File: config.mk
export PLATFORM = sky130hd
export DESIGN_NAME = core_ldst_multiple_seq
export DESIGN_NICKNAME = d
export VERILOG_FILES = /design/src/rtl/core_ldst_multiple_seq.sv
export SDC_FILE = /design/constraint.sdc
export NUM_CORES = 1
export LEC_CHECK = 0
export ABC_AREA = 1
export CELL_PAD_IN_SITES_DETAIL_PLACEMENT = 1
export CELL_PAD_IN_SITES_GLOBAL_PLACEMENT = 1
export CORE_MARGIN = 2
export CORE_UTILIZATION = 46
export CTS_CLUSTER_DIAMETER = 60
export DETAILED_ROUTE_END_ITERATION = 16
export DONT_BUFFER_PORTS = 1
export PLACE_DENSITY_LB_ADDON = 0.1
export RECOVER_POWER = 100
export REMOVE_ABC_BUFFERS = 1
export SYNTH_ARGS = -nofsm -noshare
export SYNTH_HDL_FRONTEND = slang
export SYNTH_SLANG_ARGS = --single-unit
File: constraint.sdc
create_clock -name clk -period 2.6 [get_ports clk]
set_clock_uncertainty 0.2 [all_clocks]
set_input_delay 0.13 -clock clk [delete_from_list [all_inputs] [get_ports clk]]
set_output_delay 0.13 -clock clk [all_outputs]
set_load 0.005 [all_outputs]
File: src/rtl/core_ldst_multiple_seq.sv
// -----------------------------------------------------------------------------
// core_ldst_multiple_seq
//
// Purpose:
//   Load/store-multiple sequencer for the memory stage. It latches a decoded
//   register list, base value and addressing mode on `start`. It then issues
//   one word transfer per selected register through a valid/ready handshake.
//   The lowest register number goes to the lowest address. The sequence ends
//   with a one-cycle `done` pulse that carries the base-register writeback
//   value.
//
// Optional feature macro:
//   CORE_LDST_MULT_ABORT_EN - when defined, adds the `abort` input. That input
//                             cancels a running sequence. The sequence still
//                             ends with `done`, but `wb_valid` is 0.
//
// Ports:
//   clk          in   1   core clock, rising edge
//   rst_n        in   1   asynchronous active-low reset
//   start        in   1   launch a sequence (sampled in IDLE only)
//   regs         in  16   register list, bit i selects Ri
//   base         in  32   current Rn value
//   increment    in   1   1 = IA/IB, 0 = DA/DB
//   pre_indexed  in   1   1 = IB/DB, 0 = IA/DA
//   writeback    in   1   request an Rn update at completion
//   abort        in   1   cancel the sequence (CORE_LDST_MULT_ABORT_EN only)
//   busy         out  1   high in every state except IDLE
//   xfer_valid   out  1   transfer request valid
//   xfer_ready   in   1   transfer accepted by the memory side
//   xfer_reg     out  4   register index of the current transfer
//   xfer_addr    out 32   word address of the current transfer
//   xfer_last    out  1   current transfer is the final one
//   done         out  1   one-cycle completion pulse
//   wb_valid     out  1   with done: write wb_value to Rn
//   wb_value     out 32   new Rn value
//
// All outputs come straight from flops.
// DONE occupies two cycles:
//   - a quiet cycle first;
//   - then the cycle with the `done` pulse.
// As a result, `done` arrives n+2 cycles after `start`, and `busy` stays high
// through the pulse. A new `start` is therefore taken in the cycle after
// `done`.
// -----------------------------------------------------------------------------
module core_ldst_multiple_seq (
  input  logic        clk,
  input  logic        rst_n,
  input  logic        start,
  input  logic [15:0] regs,
  input  logic [31:0] base,
  input  logic        increment,
  input  logic        pre_indexed,
  input  logic        writeback,
`ifdef CORE_LDST_MULT_ABORT_EN
  input  logic        abort,
`endif
  output logic        busy,
  output logic        xfer_valid,
  input  logic        xfer_ready,
  output logic [3:0]  xfer_reg,
  output logic [31:0] xfer_addr,
  output logic        xfer_last,
  output logic        done,
  output logic        wb_valid,
  output logic [31:0] wb_value
);

  typedef enum logic [1:0] {
    ST_IDLE  = 2'd0,
    ST_ISSUE = 2'd1,
    ST_DONE  = 2'd2
  } state_t;

  // Number of set bits in a 16-bit register list (0..16).
  function automatic logic [4:0] popcount16(input logic [15:0] v);
    logic [4:0] c;
    c = 5'd0;
    for (int i = 0; i < 16; i++) begin
      c = c + {4'd0, v[i]};
    end
    return c;
  endfunction

  // Index of the lowest set bit. Returns 0 for an empty list.
  function automatic logic [3:0] lowest_set(input logic [15:0] v);
    logic [3:0] idx;
    idx = 4'd0;
    for (int i = 15; i >= 0; i--) begin
      if (v[i]) begin
        idx = i[3:0];
      end
    end
    return idx;
  endfunction

  state_t      state_q;
  logic [15:0] rem_q;       // registers still to be transferred
  logic [4:0]  cnt_q;       // popcount of rem_q
  logic        wb_en_q;     // latched writeback request
  logic        pulse_q;     // second DONE cycle (done pulse) in progress
  logic        busy_q;
  logic        xfer_valid_q;
  logic [3:0]  xfer_reg_q;
  logic [31:0] xfer_addr_q;
  logic        xfer_last_q;
  logic        done_q;
  logic        wb_valid_q;
  logic [31:0] wb_value_q;

  logic [4:0]  n_s;
  logic [31:0] four_n_s;
  logic [31:0] base_al_s;
  logic [31:0] start_addr_s;
  logic [31:0] wb_calc_s;
  logic [15:0] rem_d;
  logic [4:0]  cnt_d;
  logic        abort_s;

`ifdef CORE_LDST_MULT_ABORT_EN
  assign abort_s = abort;
`else
  assign abort_s = 1'b0;
`endif

  // Compute the start address and the writeback value from live inputs.
  // Also compute the list and count left after a handshake.
  always_comb begin
    n_s       = popcount16(regs);
    four_n_s  = {25'd0, n_s, 2'b00};
    base_al_s = {base[31:2], 2'b00};
    case ({increment, pre_indexed})
      2'b10:   start_addr_s = base_al_s;                        // IA
      2'b11:   start_addr_s = base_al_s + 32'd4;                // IB
      2'b00:   start_addr_s = base_al_s - four_n_s + 32'd4;     // DA
      2'b01:   start_addr_s = base_al_s - four_n_s;             // DB
      default: start_addr_s = base_al_s;
    endcase
    // The writeback uses the unmasked base. For n=0 this gives base itself.
    if (increment) begin
      wb_calc_s = base + four_n_s;
    end else begin
      wb_calc_s = base - four_n_s;
    end
    rem_d = rem_q & ~(16'd1 << xfer_reg_q);
    cnt_d = cnt_q - 5'd1;
  end

  // Sequencer FSM with registered outputs.
  always_ff @(posedge clk or negedge rst_n) begin
    if (!rst_n) begin
      state_q      <= ST_IDLE;
      rem_q        <= 16'd0;
      cnt_q        <= 5'd0;
      wb_en_q      <= 1'b0;
      pulse_q      <= 1'b0;
      busy_q       <= 1'b0;
      xfer_valid_q <= 1'b0;
      xfer_reg_q   <= 4'd0;
      xfer_addr_q  <= 32'd0;
      xfer_last_q  <= 1'b0;
      done_q       <= 1'b0;
      wb_valid_q   <= 1'b0;
      wb_value_q   <= 32'd0;
    end else begin
      case (state_q)
        ST_IDLE: begin
          done_q     <= 1'b0;
          wb_valid_q <= 1'b0;
          pulse_q    <= 1'b0;
          if (start) begin
            rem_q      <= regs;
            cnt_q      <= n_s;
            wb_en_q    <= writeback;
            wb_value_q <= wb_calc_s;
            busy_q     <= 1'b1;
            if (n_s != 5'd0) begin
              state_q      <= ST_ISSUE;
              xfer_valid_q <= 1'b1;
              xfer_reg_q   <= lowest_set(regs);
              xfer_addr_q  <= start_addr_s;
              xfer_last_q  <= (n_s == 5'd1);
            end else begin
              state_q <= ST_DONE;
            end
          end else begin
            busy_q <= 1'b0;
          end
        end
        ST_ISSUE: begin
          // Abort wins over a handshake in the same cycle.
          if (abort_s) begin
            state_q      <= ST_DONE;
            xfer_valid_q <= 1'b0;
            xfer_last_q  <= 1'b0;
            wb_en_q      <= 1'b0;
          end else if (xfer_ready) begin
            rem_q <= rem_d;
            cnt_q <= cnt_d;
            if (xfer_last_q) begin
              state_q      <= ST_DONE;
              xfer_valid_q <= 1'b0;
              xfer_last_q  <= 1'b0;
            end else begin
              xfer_reg_q  <= lowest_set(rem_d);
              xfer_addr_q <= xfer_addr_q + 32'd4;
              xfer_last_q <= (cnt_d == 5'd1);
            end
          end else begin
            // Stalled: hold the request.
            xfer_valid_q <= 1'b1;
          end
        end
        ST_DONE: begin
          if (!pulse_q) begin
            pulse_q    <= 1'b1;
            done_q     <= 1'b1;
            wb_valid_q <= wb_en_q;
          end else begin
            pulse_q    <= 1'b0;
            done_q     <= 1'b0;
            wb_valid_q <= 1'b0;
            busy_q     <= 1'b0;
            state_q    <= ST_IDLE;
          end
        end
        default: begin
          state_q      <= ST_IDLE;
          busy_q       <= 1'b0;
          xfer_valid_q <= 1'b0;
          xfer_last_q  <= 1'b0;
          done_q       <= 1'b0;
          wb_valid_q   <= 1'b0;
          pulse_q      <= 1'b0;
        end
      endcase
    end
  end

  assign busy       = busy_q;
  assign xfer_valid = xfer_valid_q;
  assign xfer_reg   = xfer_reg_q;
  assign xfer_addr  = xfer_addr_q;
  assign xfer_last  = xfer_last_q;
  assign done       = done_q;
  assign wb_valid   = wb_valid_q;
  assign wb_value   = wb_value_q;

endmodule

==> results of run 1 <==
## stage by stage
step / cells / setup slack, ps
after CTS: 2229 / -2865
after detailed placement: 2116 / -3591
after global placement: 2116 / -3435
after floorplan: 1622 / -3094
## layer usage
metal,GRT overflow,global-route usage
met1,10,0.8510
met2,374,1.047
met3,8,0.7005
met4,204,0.9863
met5,0,0.3395
## kinds of logic after synthesis
family,count (synthesis)
adder cells (fa/ha/maj),34
AO/OA/AOI/OAI,296
flip-flops,95
AND/OR/NAND/NOR,945
XOR/XNOR,17
buffers and inverters,303
other,1
## repair_timing
item | 4_1_cts
gates resized for setup | 252
setup buffers | 47
endpoints found under the setup margin | 73
pin swaps | 122
hold buffers | 54
hold endpoints to repair | 176
==> summary.md, run 1 <==
| Metric | Value |
|---|---|
| Status | `did not finish` |
| Last flow stage reached | `global routing` |
| Run Error | `[ERROR GRT-0232] Routing congestion too high. Check the congestion heatmap in the GUI.` |
| H-tree depth | `3` |
| Post-DP HPWL | `33160 um` |
| Port buffer count | `0` |
| GRT Total Usage | `0.8777` |
| Simple-gate share of the synthesized area | `0.4224` |
| Total CTS buffers | `9` |
| Mapped cell area | `10410 um^2` |
| I/O Pins | `128` |
| Die Height | `154.4 um` |
| Commonest cells in the netlist | `452 x nand2_1, 220 x inv_1, 160 x nor2_1` |
| WEP type | `register data pin` |
| Clk buf depth | `2` |
| Starting density of the core | `0.4640` |
| GRT repair_timing worst endpoint | `xfer_addr[25]$_DFFE_PN0P_/D` |
| Die Wd | `154.4 um` |
| FFs w/ async S/R, synth | `1.000` |
| Top FF cell, synth | `dfrtp_1` |
| Mux share of post-synthesis cell area | `0` |
| Yosys reg bits | `95` |
| Yosys warning total | `0` |
| Total grt overflow | `596` |
| Rows | `55` |
| Synth top area cells | `dfrtp_1 23%, nand2_1 16%, inv_1 7.9%` |
| Post-Syn Instances | `1691` |
| EDFF count, synth | `0` |
| Mean post-synth cell area | `6.156 um^2` |
| Compound-Gate Fraction of Synth Area | `0.1674` |
| Gpl congestion | `0.9295` |
| Largest net degree at the start of global routing | `96` |
| Top-count cell post-synth | `nand2_1` |
| Synth unique cells | `56` |
| Clock root buffer | `clkbuf_16` |
| Largest family of logic cells by synthesized area | `simple AND/OR/NAND/NOR gates` |
| Clock sink count | `95` |
| Xor-xnor portion of the synthesized cell area | `0.01430` |
| Sequential share of the synthesized area | `0.2284` |
| DP Area | `12070 um^2` |
| Synth area leader | `dfrtp_1` |
| Adder-cell area share of the yosys netlist | `0.04952` |
| Share of Yosys cell area claimed by the top area cell type | `0.2284` |
==> run 2, diff against run 1 <==
- CELL_PAD_IN_SITES_DETAIL_PLACEMENT: 1 -> not set
- CELL_PAD_IN_SITES_GLOBAL_PLACEMENT: 1 -> not set
- CORE_UTILIZATION: 46 -> 35
- CTS_CLUSTER_DIAMETER: 60 -> not set
- PLACE_DENSITY_LB_ADDON: 0.1 -> 0.15
==> summary.md, run 2 <==
| Metric | Value |
|---|---|
| Vias | `12.54k` |
| Hold crit path type | `in -> reg` |
| Layout cells sized above 1 | `0.3214` |
| Clk buf depth | `2` |
| I/O Pins | `128` |
| CP Buf/Inv Count | `8` |
| Mean post-synth cell area | `6.156 um^2` |
| WL final | `43350 um` |
| Dpl cells | `2228` |
| Mapped cell area | `10410 um^2` |
| Worst path max stage delay | `600 ps` |
| EDFF count, synth | `0` |
| R2R Path End | `xfer_reg[3]` |
| Worst Hold End | `wb_value[11]` |
| Top-count cell post-synth | `nand2_1` |
| Top FF cell, synth | `dfrtp_1` |
| GRT Total Usage | `0.2716` |
| Synth area leader | `dfrtp_1` |
| Antenna fix cells | `0` |
| Fmax | `186.8 MHz` |
| Synth top area cells | `dfrtp_1 23%, nand2_1 16%, inv_1 7.9%` |
| Worst hold path depth | `5` |
| Number of stages on the worst setup path | `29` |
| Setup TNS Final | `-163080 ps` |
| Setup Viol. Count Final | `76` |
| Clock sink count | `95` |
| Sequential share of the synthesized area | `0.2284` |
| Power Density | `1098 nW/um^2` |
| Initial antenna violation count | `0` |
| Reg clk slew, reported paths | `80 ps` |
| Die ar. | `31140 um^2` |
| DR iter-0 viols | `842` |
| Clock root buffer | `clkbuf_16` |
| First-pass GRT wire length | `66260 um` |
| Largest net degree at the start of global routing | `96` |
| Antenna viol nets, final | `0` |
| Startpoint types | `primary input` |
| Reg-to-Reg Start | `state_q[0]` |
| Tmin final | `5353 ps` |
| Commonest cells in the netlist | `452 x nand2_1, 220 x inv_1, 160 x nor2_1` |
| Die Wd | `176.5 um` |
| Starting density of the core | `0.3531` |
| Top delay family on crit path | `adder cells` |
| FFs w/ async S/R, synth | `1.000` |
| Endpoints failing hold | `1` |
| CTS tree | `done` |
| H-tree depth | `3` |
| Worst hold start | `base[11]` |
| Failing checks | `hold timing, setup timing` |
| Hold Slack | `-8.605 ps` |
| Vias in the first global route | `12.17k` |
| DR DRC count | `0` |
| Crit-path slowest cell | `fa_2` |
| Critical Path RT | `2710 ps` |
| Total grt overflow | `0` |
| Worst-Skew Late Latency | `370 ps` |
| Share of Yosys cell area claimed by the top area cell type | `0.2284` |
| Max FFs per register | `32` |
| Max-slew violations | `0` |
| Actual slew at the worst max-slew pin | `1445 ps` |
| Worst rel slew slack | `0.03648` |
| Post-Syn Instances | `1691` |
| Reg2reg path depth | `10` |
| Synth unique cells | `56` |
| Critical Path Sink Type | `register` |
| Die Height | `176.5 um` |
| TritonRoute pass-1 iters | `5` |
| Fin cells | `2378` |
| Yosys warning total | `0` |
| Rows | `63` |
| Total CTS buffers | `9` |
| Final worst slack | `-2753 ps` |
| Yosys reg bits | `95` |
| Nets@finish | `2073` |
| Critical path type | `in -> reg` |
| Commonest non-fill, non-tap cells in the layout | `379 x nand2_1, 204 x buf_4, 200 x inv_1` |
| Maximum vdd drop | `0.0006559 V` |
| Gpl congestion | `0.9308` |
| Lkg Pwr | `7.165 nW` |
| Wirelength per Cell | `18.23 um` |
| Post-DP HPWL | `29960 um` |
| Unrepaired setup endpoints after global routing | `true` |
| Tcrit/Tclk final | `2.059` |
| Worst Path Arrival | `5460 ps` |
| Max_cap viols | `0` |
| Worst-path maximum fanout | `3` |
| CORE AREA | `29480 um^2` |
| Worst reg-to-reg setup slack | `-760 ps` |
| Status | `finished with violations` |
| Vias/cell | `5.274` |
| Most common library cell in the layout ignoring fill and taps | `nand2_1` |
| Area Overhead vs Synth | `46.74%` |
| Port buffer count | `0` |
## run 2: cell counts after synthesis
Identical to the previous run, type by type.
## run 2: worst max-delay path by stage
stage             start       endpoint  slack, ps
4_1_cts        regs[11]  xfer_addr[26]      -2660
5_1_grt         regs[5]  xfer_addr[20]      -3010
3_3_place_gp    regs[5]  xfer_addr[29]      -3340
6_report        regs[5]  xfer_addr[20]      -2750
3_5_place_dp    regs[5]  xfer_addr[27]      -3390
2_1_floorplan   regs[5]  xfer_addr[23]      -3090
## run 2: cell type report
class                   instances  area [um^2]
well taps                     390        488.0
fillers                      2863        14200
inverters                     233        957.2
repair buffers                349         3144
multi-input cells            1295         8024
clock buffers                   9        225.2
clock inverters                 6        51.30
flip-flops and latches         95         2377
repair inverters                1        8.758
## run 2: stage by stage
| stage | total power [mW] | cell area [um^2] | setup WS [ps] | hold slack (ps) | utilization |
|---|---|---|---|---|---|
| final | 16.77 | 15280 | -2753 | -8.605 | 0.5182 |
| after global placement | 11.70 | 12250 | -3340 | -359.9 | 0.4155 |
| after global routing | 18.07 | 15280 | -3012 | 9.960 | 0.5182 |
| after floorplan | 7.953 | 10070 | -3094 | -365.6 | - |
| after detailed placement | 11.76 | 12250 | -3386 | -359.9 | 0.4155 |
| after CTS | 15.72 | 14580 | -2664 | 1.285 | 0.4946 |
## run 2: where the power goes
part | internal [mW] | switching (mW) | total [mW]
sequential | 2.27 | 0.721 | 2.99
combinational | 5.62 | 6.78 | 12.4
clock | 0.664 | 0.720 | 1.38
total | 8.55 | 8.22 | 16.8
## run 2: worst register-to-register path, stage by stage (launching register included)
cell and delay [ps]:
dfrtp_1 360, inv_1 110, nor2_1 140, clkbuf_1 880
clkbuf_4 510, nor3_1 100, dlygate4sd3_1 620, nand4_1 130
nand3_1 100, o21ai_2 60, inv_1 50
## run 2: kinds of logic after synthesis
kind of cell,Yosys count,synth area share
XOR/XNOR,17,0.01430
adder cells (fa/ha/maj),34,0.04952
AND/OR/NAND/NOR,945,0.4224
AO/OA/AOI/OAI,296,0.1674
buffers and inverters,303,0.1177
flip-flops,95,0.2284
other,1,0.0003602
## run 2: layer usage
layer  vias up  routed length [um]  global-route usage  share of wire
met5         -                   0                   0              0
met4         0                 857             0.06371          0.020
met3        54                2847             0.04888          0.066
met2       382               20340              0.4515           0.47
met1      5984               19300              0.3660           0.45
li1       6122                   -                   -              -
## run 2: repair_timing
action                     4_1_cts  5_1_grt
hold endpoints to repair       177        0
setup endpoints to repair       73       73
setup buffers                   47       35
hold buffers                    56        0
pin swaps                      122       92
cloned                           5        2
resized for setup              293      143
Note: power is estimated with default switching activity, not from simulation.
